### src/rtl/obi_copy_master.sv
// OBI initiator that copies a block of 32-bit words from a source to a destination
// address, one transaction outstanding at a time (read, then write, per word).
module obi_copy_master #(
   parameter int unsigned LEN_W = 16
) (
   input  logic             clk_i,
   input  logic             rst_ni,
   input  logic             start_i,
   input  logic [31:0]      src_addr_i,
   input  logic [31:0]      dst_addr_i,
   input  logic [LEN_W-1:0] len_words_i,
   output logic             busy_o,
   output logic             done_o,
   output logic             err_o,
   output logic             obi_req_o,
   input  logic             obi_gnt_i,
   output logic [31:0]      obi_addr_o,
   output logic             obi_we_o,
   output logic [3:0]       obi_be_o,
   output logic [31:0]      obi_wdata_o,
   input  logic             obi_rvalid_i,
   input  logic [31:0]      obi_rdata_i,
   input  logic             obi_err_i
);

   // state   | meaning
   // IDLE    | waiting for start_i
   // RD_REQ  | read request on src pointer, held until grant
   // RD_WAIT | waiting for read response, captures data
   // WR_REQ  | write request on dst pointer, held until grant
   // WR_WAIT | waiting for write response, advances pointers
   // FINISH  | one cycle; schedules done_o/err_o, drops busy_o
   typedef enum logic [2:0] {
      IDLE    = 3'd0,
      RD_REQ  = 3'd1,
      RD_WAIT = 3'd2,
      WR_REQ  = 3'd3,
      WR_WAIT = 3'd4,
      FINISH  = 3'd5
   } state_e;

   localparam logic [LEN_W-1:0] LEN_ONE = {{(LEN_W-1){1'b0}}, 1'b1};

   state_e           state_q, state_d;
   logic [31:0]      src_q, src_d;
   logic [31:0]      dst_q, dst_d;
   logic [LEN_W-1:0] rem_q, rem_d;
   logic [31:0]      wdata_q, wdata_d;
   logic             abort_q, abort_d;
   logic             busy_q, busy_d;
   logic             done_q, done_d;
   logic             err_q, err_d;

   always_ff @(posedge clk_i or negedge rst_ni) begin
      if (!rst_ni) begin
         state_q <= IDLE;
         src_q   <= '0;
         dst_q   <= '0;
         rem_q   <= '0;
         wdata_q <= '0;
         abort_q <= 1'b0;
         busy_q  <= 1'b0;
         done_q  <= 1'b0;
         err_q   <= 1'b0;
      end else begin
         state_q <= state_d;
         src_q   <= src_d;
         dst_q   <= dst_d;
         rem_q   <= rem_d;
         wdata_q <= wdata_d;
         abort_q <= abort_d;
         busy_q  <= busy_d;
         done_q  <= done_d;
         err_q   <= err_d;
      end
   end

   always_comb begin
      state_d = state_q;
      src_d   = src_q;
      dst_d   = dst_q;
      rem_d   = rem_q;
      wdata_d = wdata_q;
      abort_d = abort_q;
      busy_d  = busy_q;
      done_d  = 1'b0;
      err_d   = 1'b0;
      case (state_q)
         IDLE: begin
            // done_q high means the previous copy is being reported this cycle
            if (start_i && !done_q) begin
               src_d   = {src_addr_i[31:2], 2'b00};
               dst_d   = {dst_addr_i[31:2], 2'b00};
               rem_d   = len_words_i;
               abort_d = 1'b0;
               busy_d  = 1'b1;
               state_d = (len_words_i == '0) ? FINISH : RD_REQ;
            end
         end
         RD_REQ: begin
            if (obi_gnt_i) begin
               abort_d = obi_err_i;
               state_d = RD_WAIT;
            end
         end
         RD_WAIT: begin
            if (obi_rvalid_i) begin
               if (abort_q) begin
                  state_d = FINISH;
               end else begin
                  wdata_d = obi_rdata_i;
                  state_d = WR_REQ;
               end
            end
         end
         WR_REQ: begin
            if (obi_gnt_i) begin
               abort_d = obi_err_i;
               state_d = WR_WAIT;
            end
         end
         WR_WAIT: begin
            if (obi_rvalid_i) begin
               src_d   = src_q + 32'd4;
               dst_d   = dst_q + 32'd4;
               rem_d   = rem_q - LEN_ONE;
               state_d = (abort_q || rem_q == LEN_ONE) ? FINISH : RD_REQ;
            end
         end
         FINISH: begin
            done_d  = 1'b1;
            err_d   = abort_q;
            busy_d  = 1'b0;
            state_d = IDLE;
         end
         default: state_d = IDLE;
      endcase
   end

   assign busy_o      = busy_q;
   assign done_o      = done_q;
   assign err_o       = err_q;
   assign obi_req_o   = (state_q == RD_REQ) || (state_q == WR_REQ);
   assign obi_we_o    = (state_q == WR_REQ);
   assign obi_addr_o  = (state_q == WR_REQ) ? dst_q : src_q;
   assign obi_be_o    = 4'hF;
   assign obi_wdata_o = wdata_q;

endmodule
### config.mk
export PLATFORM = sky130hd
export DESIGN_NAME = obi_copy_master
export DESIGN_NICKNAME = d
export VERILOG_FILES = /design/src/rtl/obi_copy_master.sv
export SDC_FILE = /design/constraint.sdc
export NUM_CORES = 1
export LEC_CHECK = 0
export ABC_AREA = 1
export ABC_CLOCK_PERIOD_IN_PS = 1700
export CORE_MARGIN = 2
export CORE_UTILIZATION = 45
export DETAILED_ROUTE_END_ITERATION = 10
export GPL_ROUTABILITY_DRIVEN = 0
export PLACE_DENSITY = 0.88
export SYNTH_ARGS = -nofsm -noshare
export SYNTH_HDL_FRONTEND = slang
export SYNTH_SLANG_ARGS = --single-unit
### constraint.sdc
create_clock -name clk_i -period 1.7 [get_ports clk_i]
set_clock_uncertainty 0.15 [all_clocks]
set_input_delay 0.34 -clock clk_i [delete_from_list [all_inputs] [get_ports clk_i]]
set_output_delay 0.34 -clock clk_i [all_outputs]
set_load 0.05 [all_outputs]
==> results.md, run 1 <==
* Status: aborted with a tool error
* Halt Stage: global routing
* Error message: [ERROR GRT-0232] Routing congestion too high. Check the congestion heatmap in the GUI.
* Post-synth top area share at 0.379
* Async S/R FF share, synth at 1.00
* Initial Utilization at 0.460
* Horiz. Die Dim at 134 µm
* Synth area leaders: dfrtp_1 38%, nand2_1 20%, nor2_1 11%
* Post-Place Cells at 1623
* Synth warn at 0
* I/O pin cnt at 191
* Port buffer count at 180
* Die height at 134 µm
* CTS Sinks at 115
* Pre-CTS setup slack at -0.355 ns
* Pin count of the biggest net entering global routing at 34
* Synthesized instance count at 1174
* H-tree depth at 4
* Worst endpoint after global-route timing repair: obi_addr_o[10]
* GR Overflow Total at 126
* EDFF count, synth at 0
* FP Rows at 47
* Detailed Place HPWL at 20300 µm
* CTS Buf Count at 17
* Largest area contributor in the netlist: dfrtp_1
* Count of cell types in the netlist at 33
* CTS max path bufs at 2
* All-Layer GR Usage at 0.711
* Synth Cell Area at 0.00759 mm²
* Number of synthesized register bits at 115
* WEP type: top-level output
* Avg Cell Area, Syn at 6.47 µm²
* CTS root buffer: clkbuf_16
* Post-synth top cells: 395 x nand2_1, 230 x nor2_1, 115 x dfrtp_1
* Sequential share of the synthesized area at 0.379
* Most common cell in the netlist: nand2_1
* Commonest register cell after synthesis: dfrtp_1
-- layer usage --
layer | GRT usage | overflow
met3 | 0.540 | 0
met5 | 0.0778 | 0
met1 | 0.700 | 0
met4 | 0.738 | 61
met2 | 0.905 | 65
-- cell families after synthesis --
group	count (synthesis)	synth area share
flops	115	0.379
compound gates	135	0.0923
fa+ha+maj	4	0.00659
xor+xnor	7	0.00807
mux	32	0.0474
other cells	2	0.000989
buf+inv	136	0.0764
simple gates	743	0.389
-- metrics by stage --
step	utilization	instance area, µm²	TNS [ns]
2_1_floorplan	-	7930	-2.96
3_3_place_gp	0.680	11200	-17.05
3_5_place_dp	0.680	11200	-21.46
4_1_cts	0.838	13900	-40.84
-- timing repair --
item,4_1_cts
hold buffers,1
setup endpoints to repair,142
pin swaps,68
buffers inserted,37
cloned,28
hold endpoints to repair,93
gates resized for setup,327
==> inputs of run 2 (changes only) <==
--- a/config.mk
+++ b/config.mk
@@ -6,12 +6,12 @@
 export NUM_CORES = 1
 export LEC_CHECK = 0
 export ABC_AREA = 1
-export ABC_CLOCK_PERIOD_IN_PS = 1700
+export ABC_CLOCK_PERIOD_IN_PS = 2200
 export CORE_MARGIN = 2
-export CORE_UTILIZATION = 45
+export CORE_UTILIZATION = 40
 export DETAILED_ROUTE_END_ITERATION = 10
 export GPL_ROUTABILITY_DRIVEN = 0
-export PLACE_DENSITY = 0.88
+export PLACE_DENSITY_LB_ADDON = 0.15
 export SYNTH_ARGS = -nofsm -noshare
 export SYNTH_HDL_FRONTEND = slang
 export SYNTH_SLANG_ARGS = --single-unit
==> constraint.sdc (replaced) <==
create_clock -name clk_i -period 2.2 [get_ports clk_i]
set_clock_uncertainty 0.15 [all_clocks]
set_input_delay 0.44 -clock clk_i [delete_from_list [all_inputs] [get_ports clk_i]]
set_output_delay 0.44 -clock clk_i [all_outputs]
set_load 0.05 [all_outputs]
==> run 2 against run 1 <==
Net effect:
- the flow now finishes, with violations (negative setup slack)
- synthesized cell count unchanged
- synthesized area unchanged
==> results.md, run 2 <==
* CTS max path bufs at 2 (unchanged)
* Pin count of the biggest net entering global routing at 68
* Synth Area in Adders at 0.00659 (unchanged)
* CP top delay family: buffers and inverters
* Setup TNS at -2.06 ns
* Total power at 18700 µW
* Async S/R FF share, synth at 1.00 (unchanged)
* Die height at 142 µm (+5.9%)
* Synth Area in XOR/XNOR at 0.00807 (unchanged)
* Layout Nets at 1494
* Most used cell, CP: buf_12
* Iter 0 DRT Violations at 599
* All-Layer GR Usage at 0.249
* Diode count at 0
* Status: finished, violations left
* Area of the multi-input gates at 0.00449 mm²
* Fin area at 0.0114 mm²
* CTS root buffer: clkbuf_16
* PD cells at 1640 mW/mm²
* Avg Cell Area, Syn at 6.47 µm² (unchanged)
* First-pass GRT wire length at 39800 µm
* Post-synth top area share at 0.379 (unchanged)
* Final hold slack at 0.310 ns
* CTS Sinks at 115 (unchanged)
* Vias in the first global route at 7990
* Final setup margin at -0.116 ns
* Max rail drop VDD at 995 µV
* Hold Crit Class: in2async
* Max_cap viols at 0
* Setup-failing EPs final at 26
* Final Core Density at 0.610
* Static leakage at 0.00513 µW
* Drt drc at 0
* CTS tree: done
* Most frequent cells in the layout: 377 x nand2_1, 230 x nor2_1, 124 x clkdlybuf4s50_1
* Routed len/inst at 15.3 µm
* Most common cell after layout, fill and taps aside: nand2_1
* GR Overflow Total at 0
* Final period utilization at 1.05
* Area Overhead vs Synth at 49.8%
* Hold Violations, Final at 0
* Fillers at 1725
* Core Region at 0.0186 mm²
* Slew HR at 0.644
* Detailed Place HPWL at 18200 µm (-10%)
* Synth area leaders: dfrtp_1 38%, nand2_1 20%, nor2_1 11%
* Worst Path Required at 1.61 ns
* First-pass detailed-route iteration total at 5
* Initial antenna violation count at 0
* CP max-delay cell: dfrtp_1
* Clk_lat worst skew at 0.42 ns
* Largest area contributor in the netlist: dfrtp_1
* Worst-Margin Slew at 0.534 ns
* Post-layout minimum cycle time at 2.32 ns
* Number of synthesized register bits at 115 (unchanged)
* Worst-path maximum fanout at 8
* EDFF count, synth at 0 (unchanged)
* I/O pin cnt at 191 (unchanged)
* Synth Cell Area at 0.00759 mm² (unchanged)
* Grt met1 use at 0.328
* Buf+Inv Stages, Crit Path at 4
* Initial Utilization at 0.407 (-0.0522)
* Vias at 8286
* Routed vias/inst at 5.12
* Synth warn at 0 (unchanged)
* Max FFs per register at 32
* Worst-path clk slew at 0.06 ns
* Most common cell in the netlist: nand2_1
* Count of cell types in the netlist at 33 (unchanged)
* Sequential share of the synthesized area at 0.379 (unchanged)
* Commonest register cell after synthesis: dfrtp_1
* Synthesized instance count at 1174 (unchanged)
* Fmax at 432 MHz
* Port buffer count at 180 (unchanged)
* Met2 GRT Util at 0.411
* GR Layer Usage met3 at 0.0732
* H-tree depth at 4 (unchanged)
* CP cell instances: inv_4, nand3_4, buf_12, clkbuf_16, o21ai_4, buf_12
* Critical path class: reg2out
* Multiplexer share of the synthesized area at 0.0474 (unchanged)
* Slowest stage delay, CP at 0.40 ns
* Failing checks: negative setup slack
* Startpoint Class: flop
* Area after DPL at 0.0102 mm² (-9.1%)
* Arr. time, crit path at 1.73 ns
* Post-synthesis simple-gate area fraction at 0.389 (unchanged)
* Final wirelength at 24800 µm
* Busiest layer in global routing: met2
* Main combinational cell family by area after synthesis: simple AND/OR/NAND/NOR gates
* Post-synth top cells: 395 x nand2_1, 230 x nor2_1, 115 x dfrtp_1
* Horiz. Die Dim at 142 µm (+5.9%)
* CP Capture Type: output pin
* Register area at 0.00288 mm²
* Layout cells sized above 1 at 0.139
* Unrepaired setup endpoints after global routing: yes
* CTS Buf Count at 17 (unchanged)
* Die footprint at 0.0201 mm²
* Final ANT Viol Nets at 0
* Synth Area in Compound Gates at 0.0923 (unchanged)
* Fin. max-slew vios at 0
* FP Rows at 50 (+6.4%)
[run 2: timing repair]
item / CTS / global route
pin swaps: 1 / 1
resized for setup: 37 / 60
endpoints found under the hold margin: 16 / 0
gates cloned: 4 / 2
buffers inserted: 8 / 1
hold buffers: 1 / 0
endpoints found under the setup margin: 35 / 58
[run 2: cell families (layout without fill, tap and decap cells)]
family                     Yosys count  in the layout
AOI/OAI and AO/OA                  135            135
buffers and inverters              136            342
DFF                                115            115
xor gates and xnor gates             7              7
adders and majority gates            4              4
and+or+nand+nor                    743            744
muxes                               32             32
other                                2              6
[run 2: worst register-to-register path, stage by stage (launching register included)]
cell     delay [ns]
dfrtp_1        0.45
ha_1           0.20
nand3_1        0.24
nor2_1         0.48
nand3_1        0.12
nand2_1        0.09
nand3_1        0.06
nand2_1        0.06
o21ai_0        0.07
[run 2: worst paths after layout]
| kind | start | end | slack, ns | cells after the start |
|---|---|---|---|---|
| setup reg to reg | dst_q[2] | dst_q[16] | 0.15 | 8 |
| setup / recovery | state_q[2] | obi_addr_o[21] | -0.12 | 6 |
| hold reg to reg | obi_wdata_o[5] | obi_wdata_o[5] | 0.34 | 1 |
| max in group asynchronous | rst_ni | obi_wdata_o[27] | 1.02 | 3 |
| hold / removal | rst_ni | src_q[29] | 0.31 | 2 |
| min in group clk_i | obi_wdata_o[5] | obi_wdata_o[5] | 0.34 | 1 |
[run 2: metrics by stage]
step	instances	setup WS, ns
global placement	1574	0.120
detailed placement	1574	0.106
CTS	1618	-0.107
finish	1619	-0.116
global route	1619	-0.185
floorplan	1178	-0.269
[run 2: layout make-up]
class / instances / area share
clock inverters: 15 / 0.0183
clock buffers: 17 / 0.0374
well taps: 234 / 0.0257
inverters: 87 / 0.0296
flip-flops and latches: 115 / 0.253
multi-input cells: 928 / 0.395
repair buffers: 223 / 0.241
[run 2: power breakdown]
| group | switching (µW) | internal (µW) |
|---|---|---|
| Sequential | 1190 | 3170 |
| Combinational | 6790 | 4530 |
| Clock | 1190 | 1840 |
| Total | 9160 | 9550 |
[run 2: metal layers]
| layer | part of all wire | routed length (µm) |
|---|---|---|
| met5 | 0 | 0 |
| met2 | 0.47 | 11600 |
| met1 | 0.44 | 11000 |
| met3 | 0.079 | 1960 |
| met4 | 0.0081 | 201 |
No activity file was read; power rests on OpenSTA's default activity.
